===== config.mk =====
export PLATFORM = sky130hd
export DESIGN_NAME = mem_arbiter
export DESIGN_NICKNAME = d
export VERILOG_FILES = /design/src/rtl/mem_arb_pkg.sv /design/src/rtl/arb_wait_counter.sv /design/src/rtl/mem_arbiter.sv
export SDC_FILE = /design/constraint.sdc
export NUM_CORES = 1
export LEC_CHECK = 0
export ABC_AREA = 0
export CAP_MARGIN = 20
export CELL_PAD_IN_SITES_DETAIL_PLACEMENT = 0
export CELL_PAD_IN_SITES_GLOBAL_PLACEMENT = 2
export CORE_ASPECT_RATIO = 1.1
export CORE_MARGIN = 4
export CORE_UTILIZATION = 25
export CTS_CLUSTER_DIAMETER = 150
export DETAILED_ROUTE_END_ITERATION = 8
export PLACE_DENSITY = 0.8
export SYNTH_ARGS = -nofsm -noshare
export SYNTH_HDL_FRONTEND = slang
export SYNTH_SLANG_ARGS = --single-unit

===== constraint.sdc =====
create_clock -name clk -period 2 [get_ports clk]
set_input_delay 0.2 -clock clk [delete_from_list [all_inputs] [get_ports clk]]
set_output_delay 0.2 -clock clk [all_outputs]
set_load 0.01 [all_outputs]

===== src/rtl/mem_arb_pkg.sv =====
// Shared types and default widths for the CPU/aux RAM arbiter.
// No logic; widths and enums only.
// Imported by mem_arbiter and arb_wait_counter.
package mem_arb_pkg;

    localparam int ADDR_W_DEF   = 16;
    localparam int DATA_W_DEF   = 16;
    localparam int MAX_WAIT_DEF = 4;
    localparam int CNT_W        = 4;

    typedef enum logic {
        CPU_PRI,
        AUX_PRI
    } arb_state_t;

    typedef enum logic [1:0] {
        OWN_NONE,
        OWN_CPU,
        OWN_AUX
    } owner_t;

endpackage


===== src/rtl/arb_wait_counter.sv =====
// Saturating count of consecutive cycles the aux port has been denied.
// Latency: count updates at the clock edge after inc/clr.
// Backpressure: none; clr has priority over inc, count holds at MAX_WAIT.
module arb_wait_counter
    import mem_arb_pkg::*;
#(
    parameter int MAX_WAIT = MAX_WAIT_DEF
) (
    input  logic             clk,
    input  logic             rst_n,
    input  logic             inc,
    input  logic             clr,
    output logic [CNT_W-1:0] count,
    output logic             at_max
);

    assign at_max = (count == CNT_W'(MAX_WAIT));

    always_ff @(posedge clk or negedge rst_n) begin
        if (!rst_n) begin
            count <= '0;
        end else if (clr) begin
            count <= '0;
        end else if (inc && !at_max) begin
            count <= count + 1'b1;
        end
    end

endmodule


===== src/rtl/mem_arbiter.sv =====
// Two-port arbiter (CPU, aux) onto a single-port RAM with starvation guard for aux.
// Latency: grant and RAM drive combinational; read data returns one cycle after grant.
// Backpressure: losing CPU sees cpu_stall, losing aux sees aux_gnt low; one access per cycle.
module mem_arbiter
    import mem_arb_pkg::*;
#(
    parameter int ADDR_W   = ADDR_W_DEF,
    parameter int DATA_W   = DATA_W_DEF,
    parameter int MAX_WAIT = MAX_WAIT_DEF
) (
    input  logic              clk,
    input  logic              rst_n,
    input  logic              cpu_req,
    input  logic              cpu_we,
    input  logic [ADDR_W-1:0] cpu_addr,
    input  logic [DATA_W-1:0] cpu_wdata,
    output logic              cpu_stall,
    output logic [DATA_W-1:0] cpu_rdata,
    output logic              cpu_rvalid,
    input  logic              aux_req,
    input  logic              aux_we,
    input  logic [ADDR_W-1:0] aux_addr,
    input  logic [DATA_W-1:0] aux_wdata,
    output logic              aux_gnt,
    output logic [DATA_W-1:0] aux_rdata,
    output logic              aux_rvalid,
    output logic [ADDR_W-1:0] ram_addr,
    output logic [DATA_W-1:0] ram_wdata,
    output logic              ram_wren,
    input  logic [DATA_W-1:0] ram_q
);

    arb_state_t        state;
    owner_t            owner_q;
    logic              cpu_gnt;
    logic              wait_inc;
    logic              wait_clr;
    logic              wait_at_max;
    logic              wait_reach;
    logic [CNT_W-1:0]  wait_cnt;
    logic [ADDR_W-1:0] addr_q;
    logic [DATA_W-1:0] wdata_q;
    logic [DATA_W-1:0] cpu_rdata_q;
    logic [DATA_W-1:0] aux_rdata_q;

    // Grants are masked by rst_n so nothing reaches the RAM while in reset.
    assign cpu_gnt   = rst_n && cpu_req && !(aux_req && (state == AUX_PRI));
    assign aux_gnt   = rst_n && aux_req && !(cpu_req && (state == CPU_PRI));
    assign cpu_stall = cpu_req && !cpu_gnt;

    assign wait_inc   = aux_req && !aux_gnt;
    assign wait_clr   = !aux_req || aux_gnt;
    // Flip priority on the edge where the counter lands on MAX_WAIT so aux wins the very next cycle.
    assign wait_reach = wait_inc && !wait_at_max && (wait_cnt == CNT_W'(MAX_WAIT - 1));

    arb_wait_counter #(
        .MAX_WAIT (MAX_WAIT)
    ) u_wait_cnt (
        .clk    (clk),
        .rst_n  (rst_n),
        .inc    (wait_inc),
        .clr    (wait_clr),
        .count  (wait_cnt),
        .at_max (wait_at_max)
    );

    assign ram_addr  = cpu_gnt ? cpu_addr  : (aux_gnt ? aux_addr  : addr_q);
    assign ram_wdata = cpu_gnt ? cpu_wdata : (aux_gnt ? aux_wdata : wdata_q);
    assign ram_wren  = (cpu_gnt && cpu_we) || (aux_gnt && aux_we);

    assign cpu_rvalid = (owner_q == OWN_CPU);
    assign aux_rvalid = (owner_q == OWN_AUX);
    assign cpu_rdata  = cpu_rvalid ? ram_q : cpu_rdata_q;
    assign aux_rdata  = aux_rvalid ? ram_q : aux_rdata_q;

    always_ff @(posedge clk or negedge rst_n) begin
        if (!rst_n) begin
            state <= CPU_PRI;
        end else begin
            case (state)
                CPU_PRI: if (wait_reach)           state <= AUX_PRI;
                AUX_PRI: if (aux_gnt || !aux_req)  state <= CPU_PRI;
                default:                           state <= CPU_PRI;
            endcase
        end
    end

    always_ff @(posedge clk or negedge rst_n) begin
        if (!rst_n) begin
            owner_q     <= OWN_NONE;
            addr_q      <= '0;
            wdata_q     <= '0;
            cpu_rdata_q <= '0;
            aux_rdata_q <= '0;
        end else begin
            if (cpu_gnt && !cpu_we)      owner_q <= OWN_CPU;
            else if (aux_gnt && !aux_we) owner_q <= OWN_AUX;
            else                         owner_q <= OWN_NONE;
            if (cpu_gnt || aux_gnt) begin
                addr_q  <= ram_addr;
                wdata_q <= ram_wdata;
            end
            if (cpu_rvalid) cpu_rdata_q <= ram_q;
            if (aux_rvalid) aux_rdata_q <= ram_q;
        end
    end

endmodule


==> run summary, run 1 <==
Die outline width: 117.6 um. Of the total power, registers draw 39.0%. Of all nets on the critical path, the largest fanout is 9.

Largest area contributor in the synthesized netlist: sky130_fd_sc_hd__dfrtp_1. After routing, the total negative slack on setup checks comes to 0 ns. Summed over all nets, the switching power comes to 1.199 mW.

TritonCTS built the clock tree. In the final layout, the share of cells above drive strength 1 is 26.51%. The most numerous cell in the Yosys netlist is sky130_fd_sc_hd__dfrtp_1. The combinational power share was 28.7%; the number of slew-limit violations in the final report was 0. Clock-pin slew was measured on the worst setup and hold paths at 0.06 ns. In this run the count of I/O pins placed on the die edge is 155. Across the whole layout, storage elements account for 1777 um2. The die covers 15130 um2. The area growth from synthesis to final layout is 64.00%, and the first-pass GRT wire length is 16.66 mm. VDD sags by at most 0.0002918 V. The switching part of the total was 27.13%.

Cell seen most often among critical-path stages: sky130_fd_sc_hd__buf_12. The starting DRC count in detailed routing was 135; the final standard cell area without fillers was 5421 um2. The worst setup path is captured at an output port. The initial antenna violation count was 0; the portion of total power attributed to the clock network was 32.3%. The worst path arrival time was 1.79 ns; the maximum clock skew at final layout was 0.004833 ns. The total vias in the final route came out at 2905. For the half-perimeter wire length of the detailed placement result, the log shows 6.783 mm.

By count the netlist is led by 71 x sky130_fd_sc_hd__dfrtp_1, 64 x sky130_fd_sc_hd__a221o_1, 32 x sky130_fd_sc_hd__and2_1, 32 x sky130_fd_sc_hd__mux2_2, 9 x sky130_fd_sc_hd__clkbuf_1. In the routed design, unresolved DRC markers number 0. STA puts the critical path data required time at 1.80 ns. TritonCTS created 9 clock buffers. The non-filler instance count after layout was 587.

Setup repair after global routing could not meet its margin everywhere. Based on the critical path, the design can be clocked at up to 503.4 MHz. Counting distinct cell types in the post-synthesis netlist gives 25.

The worst hold path belongs to the class input pin to async pin. Synthesized flop and latch total: 71. The synthesized design devotes to its leading area cell type 53.75% of total area.

The diode insertion count for antenna repair is 0, and the share of flip-flops with an asynchronous set or reset after synthesis is 100.0%. Measured against its own limit, the worst slew margin works out to 37.52%. The number of clock sinks came out at 71. The synthesized netlist net count is 343. STA classifies the critical path startpoint as a register. The count of buffers added on input and output ports is 154. Traced cell by cell, the critical path runs through nand2b_4 > and3_4 > buf_12 > buf_12 > a221o_1 > buf_2. The H-tree generated during clock tree synthesis spans 3 levels. The global placer's final weighted congestion is 0.6863, and the number of enable-type register cells in the synthesized netlist is 0. Yosys attributes the largest share of cell area to sky130_fd_sc_hd__dfrtp_1 54%, sky130_fd_sc_hd__a221o_1 19%, sky130_fd_sc_hd__mux2_2 11%, sky130_fd_sc_hd__and2_1 6.1%, sky130_fd_sc_hd__buf_6 1.4%. Using the TritonRoute via totals, the vias-per-cell ratio works out to 4.949. In this run the worst setup path begins at state. At the later pin of the worst-skew pair, clock insertion delay measures 0.32 ns. The floorplan has 43 rows.

The kind of critical path was register to output port. For this run, the detailed router's first-pass iteration total came to 4. For this design, the slowest cell found on the critical path is sky130_fd_sc_hd__dfrtp_1. Max-cap violations in this run came to 0. Total number of nets in the final design: 513. The share of the clock period used by the worst path works out to 99.33%.

Clock tree synthesis selected as its root buffer the cell sky130_fd_sc_hd__clkbuf_16. The time the final worst path needs with I/O delays and setup is 1.987 ns, and the number of synthesis warnings is 0. The overall routed net length came out at 10.30 mm. A synthesized cell averages 12.96 um2.

The startpoint of the worst-slack reg-to-reg timing path is state. The count of final setup violators was 0; the total overflow reported by the global router was 0. For the placement-stage cell area, the log shows 5134 um2. The peak per-stage delay on the critical path was 0.38 ns. The instance count of the mapped netlist was 255.

The run finished with clean final reports. For the fraction of the yosys area taken by sequential cells, the log shows 53.75%. Total power per unit cell area: 815.4 nW/um2. In the final layout, the multi-input gates occupy 1416 um2. The detail-routed net length per standard cell came out at 17.54 um.

Overall power consumption after layout is estimated at 4.421 mW. The number of global-route vias before repair is 3102, and the cell area after technology mapping is 3306 um2. The filler cells instantiated in the layout total 1213. The run gives 2.420 nW as the leakage power. The number of placed instances, taps included, is 559.

The tools report the post-detailed-route count of antenna-violating nets as 0. Internal power of the cells: 3.222 mW. Entering global routing, the biggest net connects 72 pins. The starting utilization of the core area was 25.82%.

The core area was 12800 um2; the total global routing track utilization was 13.75%. For the tightest hold margin, the log shows 0.1285 ns. At the pin with the least slew margin, the transition time is 0.9372 ns.

The run gives 0 as the number of hold violations in the final report. In the synthesized netlist the dominant register cell turns out to be sky130_fd_sc_hd__dfrtp_1. The die boundary height was 128.6 um. For the deepest clock path buffer count, the log shows 2.
## layout make-up
type,count,share of cell area [%]
multi-input combinational,157,26.13
clock buffer,10,4.223
tap,157,3.623
clock inverter,6,0.6924
sequential,71,32.77
inverter,5,0.3462
timing repair buffer,181,32.22
## power groups by stage
stage	registers (mW)	logic [mW]	clock network, mW
after floorplan	1.73	0.614	0
after global placement	1.74	1.41	0
after detailed placement	1.75	1.42	0
after CTS	1.73	1.32	1.48
after global routing	1.75	1.38	1.55
final	1.72	1.27	1.43
## stage by stage
| step | worst slack [ns] | util, % |
|---|---|---|
| after global placement | -0.2642 | 40.09 |
| after CTS | -0.04846 | 43.12 |
| after detailed placement | -0.2861 | 40.09 |
| after floorplan | 0.3744 | - |
| final | 0.01345 | 42.34 |
| after global routing | -0.04361 | 42.34 |
## critical path, delay by kind of cell (launching register included)
family	cells	cell delay, ns
flip-flops	1	0.38
buffers and inverters	3	0.42
AND/OR/NAND/NOR	2	0.34
AO/OA/AOI/OAI	1	0.31
## timing repair
action	4_1_cts	5_1_grt
gates resized for setup	136	26
pin swaps	9	1
cloned	4	0
setup buffers	8	0
hold buffers	0	0
setup endpoints to repair	66	30
## path summary, 6_finish.rpt
kind / endpoint / slack (ns) / depth (start not counted)
max: ram_wdata[13] / 0.01 / 6
min: u_wait_cnt.count[3] / 0.13 / 2
max reg2reg: addr_q[0] / 0.38 / 5
min reg2reg: cpu_rdata_q[10] / 0.49 / 1
max in group asynchronous: u_wait_cnt.count[0] / 1.23 / 2
min in group clk: u_wait_cnt.count[0] / 0.27 / 3
## layer usage
metal	vias up	GRT usage, %	part of all wire (%)
li1	1340	-	-
met1	1433	16.03	42
met2	123	24.26	50
met3	9	4.220	7.0
met4	0	4.621	1.1
met5	-	0	0
## registers in the layout, summed over array words and instances (netlist names)
signal	flops
wdata_q	16
addr_q	16
state	1
cpu_rdata_q	16
owner_q	2
aux_rdata_q	16
u_wait_cnt.count	4
## cells by family (layout without fill, tap and decap cells)
family / Yosys count / count (layout) / synth area share (%)
AO/OA/AOI/OAI: 70 / 70 / 20.59
XOR/XNOR: 1 / 1 / 0.2650
adder cells (fa/ha/maj): 2 / 2 / 0.7569
buffers and inverters: 27 / 202 / 4.315
flip-flops: 71 / 71 / 53.75
multiplexers: 34 / 34 / 11.51
AND/OR/NAND/NOR: 50 / 50 / 8.819
## placed cells by master (no fill, tap or decap), types with 2 or more instances in the layout
cell type and instances:
sky130_fd_sc_hd__bufbuf_16 2, sky130_fd_sc_hd__and2_1 32, sky130_fd_sc_hd__clkbuf_2 14, sky130_fd_sc_hd__buf_12 8, sky130_fd_sc_hd__clkinv_2 4, sky130_fd_sc_hd__clkbuf_16 9, sky130_fd_sc_hd__nor2b_1 3, sky130_fd_sc_hd__a221o_1 64
sky130_fd_sc_hd__inv_1 5, sky130_fd_sc_hd__clkinv_4 2, sky130_fd_sc_hd__dlygate4sd2_1 34, sky130_fd_sc_hd__nor2_1 6, sky130_fd_sc_hd__nand2_1 2, sky130_fd_sc_hd__mux2i_1 2, sky130_fd_sc_hd__buf_4 14, sky130_fd_sc_hd__buf_16 2
sky130_fd_sc_hd__buf_2 17, sky130_fd_sc_hd__dfrtp_1 71, sky130_fd_sc_hd__ha_1 2, sky130_fd_sc_hd__mux2_2 32, sky130_fd_sc_hd__clkdlybuf4s50_1 85, sky130_fd_sc_hd__buf_6 4
Power figures use the tool's default switching activity.
==> inputs of run 2 (changes only) <==
Settings changed: CORE_ASPECT_RATIO 1.1 to not set.
==> run 2 against run 1 <==
Cell count grew 4.1%; cell area grew 2.7%; global-route usage shrank 0.20 points; clock skew grew 0.0021 ns; first-iteration DRC count grew 44%; core utilization grew 1.2 points; die area is essentially flat; register-to-register slack gained 0.10 ns; combinational power is essentially flat; via count grew 1.6%; routed wire length grew 4.0%; sequential power is essentially flat; critical path type unchanged.
==> run summary, run 2 (synthesis results as in run 1) <==
The flow ran to the end, and the final reports show no timing, DRC or antenna violations. After the last flow step, the layout net total stands at 522. At the worst endpoint, the required time is 1.80 ns. The final critical path takes up 99.53% of the cycle. The DRC violation count after routing is 0. The via-per-instance ratio was 4.831; the core utilization of the finished layout was 43.57%. The top cell types in the final layout, fill and taps aside, are 85 x sky130_fd_sc_hd__clkdlybuf4s50_1, 70 x sky130_fd_sc_hd__dfrtp_1, 64 x sky130_fd_sc_hd__a221o_1. The run gives 7.065 mm as the half-perimeter wire length of the detailed placement result. The starting utilization of the core area was 25.88%; the total length of routed met3 wires was 1.191 mm.

The clock net in this run drives a total of 71 sinks. The worst pin sits at a relative slew slack of 39.42%. Area growth from synthesis to final layout: 68.36%. The tree is rooted in a sky130_fd_sc_hd__clkbuf_16.

The run gives 10.71 mm as the overall routed net length. Initial antenna violation count: 0. The congestion estimate from routability-driven global placement came to 0.7334. The setup check on the worst reg-to-reg path leaves a slack of 0.48 ns. The floorplan die area was 15130 um2; the first-pass GRT wire length was 15.79 mm.

The number of buffers created by CTS is 9. The worst path arrival time was 1.79 ns; the starting DRC count in detailed routing was 194. The fmax was 502.3 MHz. Diode insertion count for antenna repair: 0.

The placement-stage cell area was 5218 um2; the leakage power was 2.474 nW. Signal routing reaches up to met4. Detailed routing placed a total of 4.617 mm of wire on met2. Tracing the worst setup path back leads to its startpoint at state.

The deepest clock path buffer count is 2, and the total overflow reported by the global router is 0. The routed metal-1 wirelength was 4.664 mm. The number of slew-limit violations in the final report came out at 0.

The number of hold violations in the final report was 0. The critical-path maximum fanout was 30. STA classifies the critical path startpoint as a register.

The tools report the iteration count of the initial detailed-routing pass as 4. The kind of critical path is register to output port. In the final routed layout, each cell accounts on average for 17.52 um. CTS built an H-tree with a depth of 3. The tools report the count of final setup violators as 0. The clock insertion delay at the later pin of the skew report was 0.33 ns; the number of buffer cells added on primary ports was 154. Once layout is done, the placed cells without fillers occupy 5565 um2. For this block, the via count after detailed routing is 2952. The tools report the top-level port count as 155.

For the final database, setup skew stands at 0.006928 ns. The core area was 12770 um2; the time the final worst path needs with I/O delays and setup was 1.991 ns. The fraction of final layout cells sized beyond drive strength 1 came out at 29.16%. The run gives 0 as the post-detailed-route count of antenna-violating nets.

Clock transition at the registers of the reported paths: 0.06 ns. The cell count after placement is 581. For the total global routing track utilization, the log shows 13.55%. Once layout is complete, the cells apart from fillers number 611. Entering global routing, the biggest net connects 71 pins. From left edge to right edge, the die measures 123.0 um. TritonCTS built the clock tree.

Setup repair after global routing could not meet its margin everywhere. The number of violations of the max-capacitance limit came out at 0. For the pin with the worst max-slew slack, the measured transition is 0.9086 ns. Most common cell after layout, fill and taps aside: sky130_fd_sc_hd__clkdlybuf4s50_1. Power spread over the standard cell area amounts to 853.3 nW/um2. The tightest min-delay check is of the input pin to async pin type. STA classifies the critical path endpoint as an output port. The number of placement rows was 41. Reg-to-reg critical path endpoint: wdata_q[1].

The startpoint identified for the worst register-to-register timing path is state. The number of global-route vias before repair was 3047. The die is 123.0 um tall. The worst vdd rail ir drop was 0.0003447 V. The count of cells along the worst register-to-register path works out to 5.
[run 2: area by class of cell]
class	count	area (um2)
Fill cell	1224	7208
Clock inverter	5	81.33
Inverter	5	18.77
Tap cell	172	215.2
Sequential cell	71	1778
Clock buffer	11	242.7
Multi-Input combinational cell	157	1433
Timing Repair Buffer	190	1797
[run 2: repair_timing]
item	in CTS	in global routing
pin swaps	1	2
hold buffers	1	0
endpoints found under the hold margin	2	0
buffers inserted	5	4
cloned	1	3
resized for setup	169	23
endpoints found under the setup margin	67	32
[run 2: critical path, cell delays in order, from the launching register on]
cell	delay, ns
sky130_fd_sc_hd__dfrtp_1	0.38
sky130_fd_sc_hd__nand2b_4	0.14
sky130_fd_sc_hd__and3_4	0.18
sky130_fd_sc_hd__buf_12	0.16
sky130_fd_sc_hd__a221o_1	0.34
sky130_fd_sc_hd__clkdlybuf4s15_1	0.24
[run 2: worst max-delay path by stage]
stage,cells past startpoint,end
floorplan,6,ram_addr[0]
global placement,6,ram_wdata[1]
CTS,5,ram_wdata[1]
finish,5,ram_addr[1]
detailed placement,6,ram_wdata[1]
global route,5,ram_wdata[13]
[run 2: report_power, final]
| group | total, mW | internal [mW] | leakage [nW] | switching [mW] |
|---|---|---|---|---|
| Combinational | 1.29 | 0.719 | 1.45 | 0.567 |
| Clock | 1.73 | 1.13 | 0.156 | 0.609 |
| Sequential | 1.73 | 1.67 | 0.865 | 0.0554 |
[run 2: metrics by stage]
step	TNS [ns]	total power, mW	hold slack [ns]	setup WS [ns]
final	0	4.749	0.1496	0.009349
after global routing	-0.1847	5.009	0.2383	-0.07026
after CTS	-0.3883	4.826	0.1749	-0.09860
after detailed placement	-7.817	3.201	0.01338	-0.2631
after global placement	-7.505	3.175	0.008607	-0.2460
after floorplan	0	2.347	-0.09559	0.3744
[run 2: metal layers]
metal  vias up  track usage (%)
li1       1358                -
met1      1444            17.42
met2       136            20.29
met3        14            4.895
met4         0            6.367
met5         -                0
==> inputs of run 3 (changes only) <==
Settings changed: ABC_AREA 0 to 1, CORE_UTILIZATION 25 to 23, CTS_CLUSTER_SIZE set to 25, PLACE_DENSITY 0.8 to 0.82.
==> run 3 against run 2 <==
Critical endpoint is now ram_addr[9]; combinational power about the same; clock power shrank 8%; critical path depth is 1 higher; global-route usage grew 0.35 points; sequential cell count unchanged; die area is 8.6% higher; fmax up 4.4%; largest power group unchanged; setup slack improved by 0.084 ns; largest cell class unchanged; sequential power is essentially flat; power fell by 2.3%.
==> run summary, run 3 <==
The flow ran to the end, and the final reports show no timing, DRC or antenna violations. The average footprint of a synthesized cell was 8.628 um2; the relative slew slack was 39.96%. Total overflow reported by the global router: 0. The core area came out at 13990 um2. For this run, asynchronously set or reset flops after synthesis account for 100.0%. Counting flops and latches in the post-synthesis netlist gives 71. The number of violations of the max-capacitance limit was 0; the fraction of final layout cells sized beyond drive strength 1 was 15.50%.

The pre-CTS setup slack is -0.1027 ns, and the die boundary height is 128.2 um. The synthesized design devotes to its leading area cell type 53.48% of total area. In this run the core area contains 43 standard-cell rows. By area the synthesized netlist is led by sky130_fd_sc_hd__dfrtp_1 53%, sky130_fd_sc_hd__nand3_1 25%, sky130_fd_sc_hd__nand2_1 5.2%, sky130_fd_sc_hd__buf_2 3.0%, sky130_fd_sc_hd__inv_1 2.9%. The total power per unit cell area works out to 798.2 nW/um2.

The logs give 3611 for the number of global-route vias before repair and 3.013 nW for the leakage power. The HPWL after detailed placement is 7.814 mm. The tools report the first-pass GRT wire length as 17.91 mm. The run gives 0.7904 as the global placer's final weighted congestion. The most common cell after layout, fill and taps aside is sky130_fd_sc_hd__nand3_1.

Dividing the final minimum period by the clock period gives 95.33%. The largest individual stage delay along the critical path comes from the cell sky130_fd_sc_hd__dfrtp_2. The mapped netlist covers 3322 um2. For this run, the leading register cell type out of synthesis is sky130_fd_sc_hd__dfrtp_1. The largest total area in the synthesized netlist belongs to sky130_fd_sc_hd__dfrtp_1. The peak per-stage delay on the critical path works out to 0.43 ns. The required time at the worst-slack endpoint is 1.80 ns, and the worst setup slack after layout is 0.09333 ns. The clock drives 71 sinks.

The master cell of the clock root buffer is sky130_fd_sc_hd__clkbuf_16. Most numerous cell in the Yosys netlist: sky130_fd_sc_hd__nand3_1. Critical path launch point type: a register. The worst path arrival time is 1.71 ns. The detail-routed net length per standard cell was 14.66 um.

Traced cell by cell, the critical path runs through inv_2 > nand2_4 > bufbuf_16 > nand3_1 > nand3_1 > dlygate4sd2_1. Clock-pin slew was measured on the worst setup and hold paths at 0.06 ns. The top-level port count was 155. The die outline width was 128.2 um. The logs give 0 for the post-detailed-route count of antenna-violating nets and 3499 for the total vias in the final route. Time the final worst path needs with I/O delays and setup: 1.907 ns. In this run, the number of DRC markers left after iteration 0 of detailed routing was 185.

The share of the Yosys chip area taken by registers is 53.48%. The number of enable-type register cells in the synthesized netlist works out to 0. The area growth from synthesis to final layout was 74.92%; the diode insertion count for antenna repair was 0. Setup repair after global routing left no endpoint under its margin. By count the netlist is led by 163 x sky130_fd_sc_hd__nand3_1, 71 x sky130_fd_sc_hd__dfrtp_1, 46 x sky130_fd_sc_hd__nand2_1, 26 x sky130_fd_sc_hd__inv_1, 20 x sky130_fd_sc_hd__buf_2. Along the worst path, the maximum fanout reaches 7. IR analysis of the VDD net gives a maximum drop of 0.0003933 V. TritonCTS built the clock tree. After clock tree synthesis, the flow added hold-fix buffers numbering 0.

The count of buffers added on input and output ports is 154. The tools report the total global routing track utilization as 13.90%. The worst setup path is captured at an output port. The tightest hold path in the finished design has a slack of 0.1209 ns. In this run, distinct cell masters in the synthesized netlist total 18. The maximum clock skew at final layout is 0.003148 ns, and the slew at the pin with the worst max-slew slack is 0.9007 ns.

The path class of the tightest hold or removal check is input pin to async pin. Setup violations remaining at the end of the flow were counted as 0. The synthesized netlist net count was 473.

The run gives 0 as the number of hold violations in the final report. Wires add up to 11.25 mm. The first TritonRoute pass finished after 4 iterations. The clock insertion delay at the later pin of the skew report was 0.33 ns; the largest net degree at the start of global routing was 72. The clock tree synthesis step divided the H-tree into 3 levels. The fmax is 524.5 MHz.

The kind of critical path is register to output port. Synthesis handed over a netlist of 385 instances. The total number of nets in the final design is 670. Leaving out fill and tap cells, the most frequent cells in the layout are 163 x sky130_fd_sc_hd__nand3_1, 84 x sky130_fd_sc_hd__clkdlybuf4s50_1, 70 x sky130_fd_sc_hd__dfrtp_1. The run gives 0 as the initial antenna violation count. Counting stages on the worst path, the most repeated cell is sky130_fd_sc_hd__nand3_1. For the number of slew-limit violations in the final report, the log shows 0. For the starting utilization of the core area, the log shows 23.75%. The floorplan step defined a die boundary enclosing 16430 um2. During synthesis, Yosys emitted a total of 0 warnings.

The run gives 9 as the number of buffers created by CTS. Dividing the detail-routed via count by the number of cells gives 4.562. For the DRC violation count after routing, the log shows 0.

In this run the deepest clock path goes through 2 buffers.
==> run 3: cell count changes in the layout (fill, tap and decap cells not counted), sizes merged, moves of 9 or more <==
cell          delta
and2            -32
dlymetal6s2s     +9
mux2            -32
dlygate4sd2     +33
a221o           -64
o21ai           +31
inv             +23
nand2           +46
nand3          +162
==> run 3: path summary, 6_finish.rpt <==
kind                                 from             end  slack (ns)  depth (start not counted)
setup / recovery                    state     ram_addr[9]        0.09                          6
min in group clk                    rst_n      owner_q[0]        0.42                          6
setup reg to reg                    state       addr_q[2]        0.70                          6
max in group asynchronous           rst_n           state        1.25                          2
hold reg to reg            aux_rdata_q[0]  aux_rdata_q[0]        0.47                          2
hold / removal                      rst_n  aux_rdata_q[0]        0.12                          2
==> run 3: cell type report <==
| class | instances | area (um2) |
|---|---|---|
| sequential | 71 | 1778 |
| clock inverter | 5 | 57.56 |
| fill | 1397 | 8178 |
| timing repair buffer | 212 | 2100 |
| tap | 180 | 225.2 |
| inverter | 28 | 105.1 |
| clock buffer | 11 | 242.7 |
| multi-input combinational | 260 | 1303 |
==> run 3: logic make-up after synthesis <==
logic type	synth area share [%]
AOI/OAI and AO/OA	6.064
DFF	53.48
adders and majority gates	0.7532
xor gates and xnor gates	0.2637
buffers and inverters	7.759
and+or+nand+nor	31.68
==> run 3: worst max-delay path, delay by kind of cell, from the launching register on <==
kind / cells / cell delay, ns
buffers and inverters: 3 / 0.66
DFF: 1 / 0.43
and+or+nand+nor: 3 / 0.27
==> run 3: metal layers <==
| metal | global-route usage [%] | vias up | wire length [um] |
|---|---|---|---|
| met5 | 0 | - | 0 |
| met4 | 5.306 | 0 | 211 |
| met3 | 5.375 | 19 | 866 |
| met2 | 21.18 | 137 | 4986 |
| met1 | 17.77 | 1625 | 5181 |
| li1 | - | 1718 | - |
==> run 3: what timing repair did <==
action	4_1_cts	5_1_grt
pin swaps	1	0
cloned	2	0
setup buffers	2	0
gates resized for setup	79	17
endpoints found under the setup margin	65	13
==> run 3: metrics by stage <==
step / util, % / area (um2) / cells / total power, mW / setup TNS [ns]
floorplan: - / 3322 / 385 / 2.322 / 0
global placement: 39.06 / 5464 / 747 / 3.176 / -1.796
detailed placement: 39.06 / 5464 / 747 / 3.198 / -2.023
CTS: 41.36 / 5786 / 767 / 4.737 / -0.08810
global route: 41.54 / 5811 / 767 / 4.918 / 0
finish: 41.54 / 5811 / 767 / 4.638 / 0
==> run 3: where the power goes <==
| group | switching (mW) | internal (mW) |
|---|---|---|
| Clock | 0.599 | 0.999 |
| Sequential | 0.0716 | 1.67 |
| Combinational | 0.631 | 0.665 |
| Total | 1.30 | 3.34 |
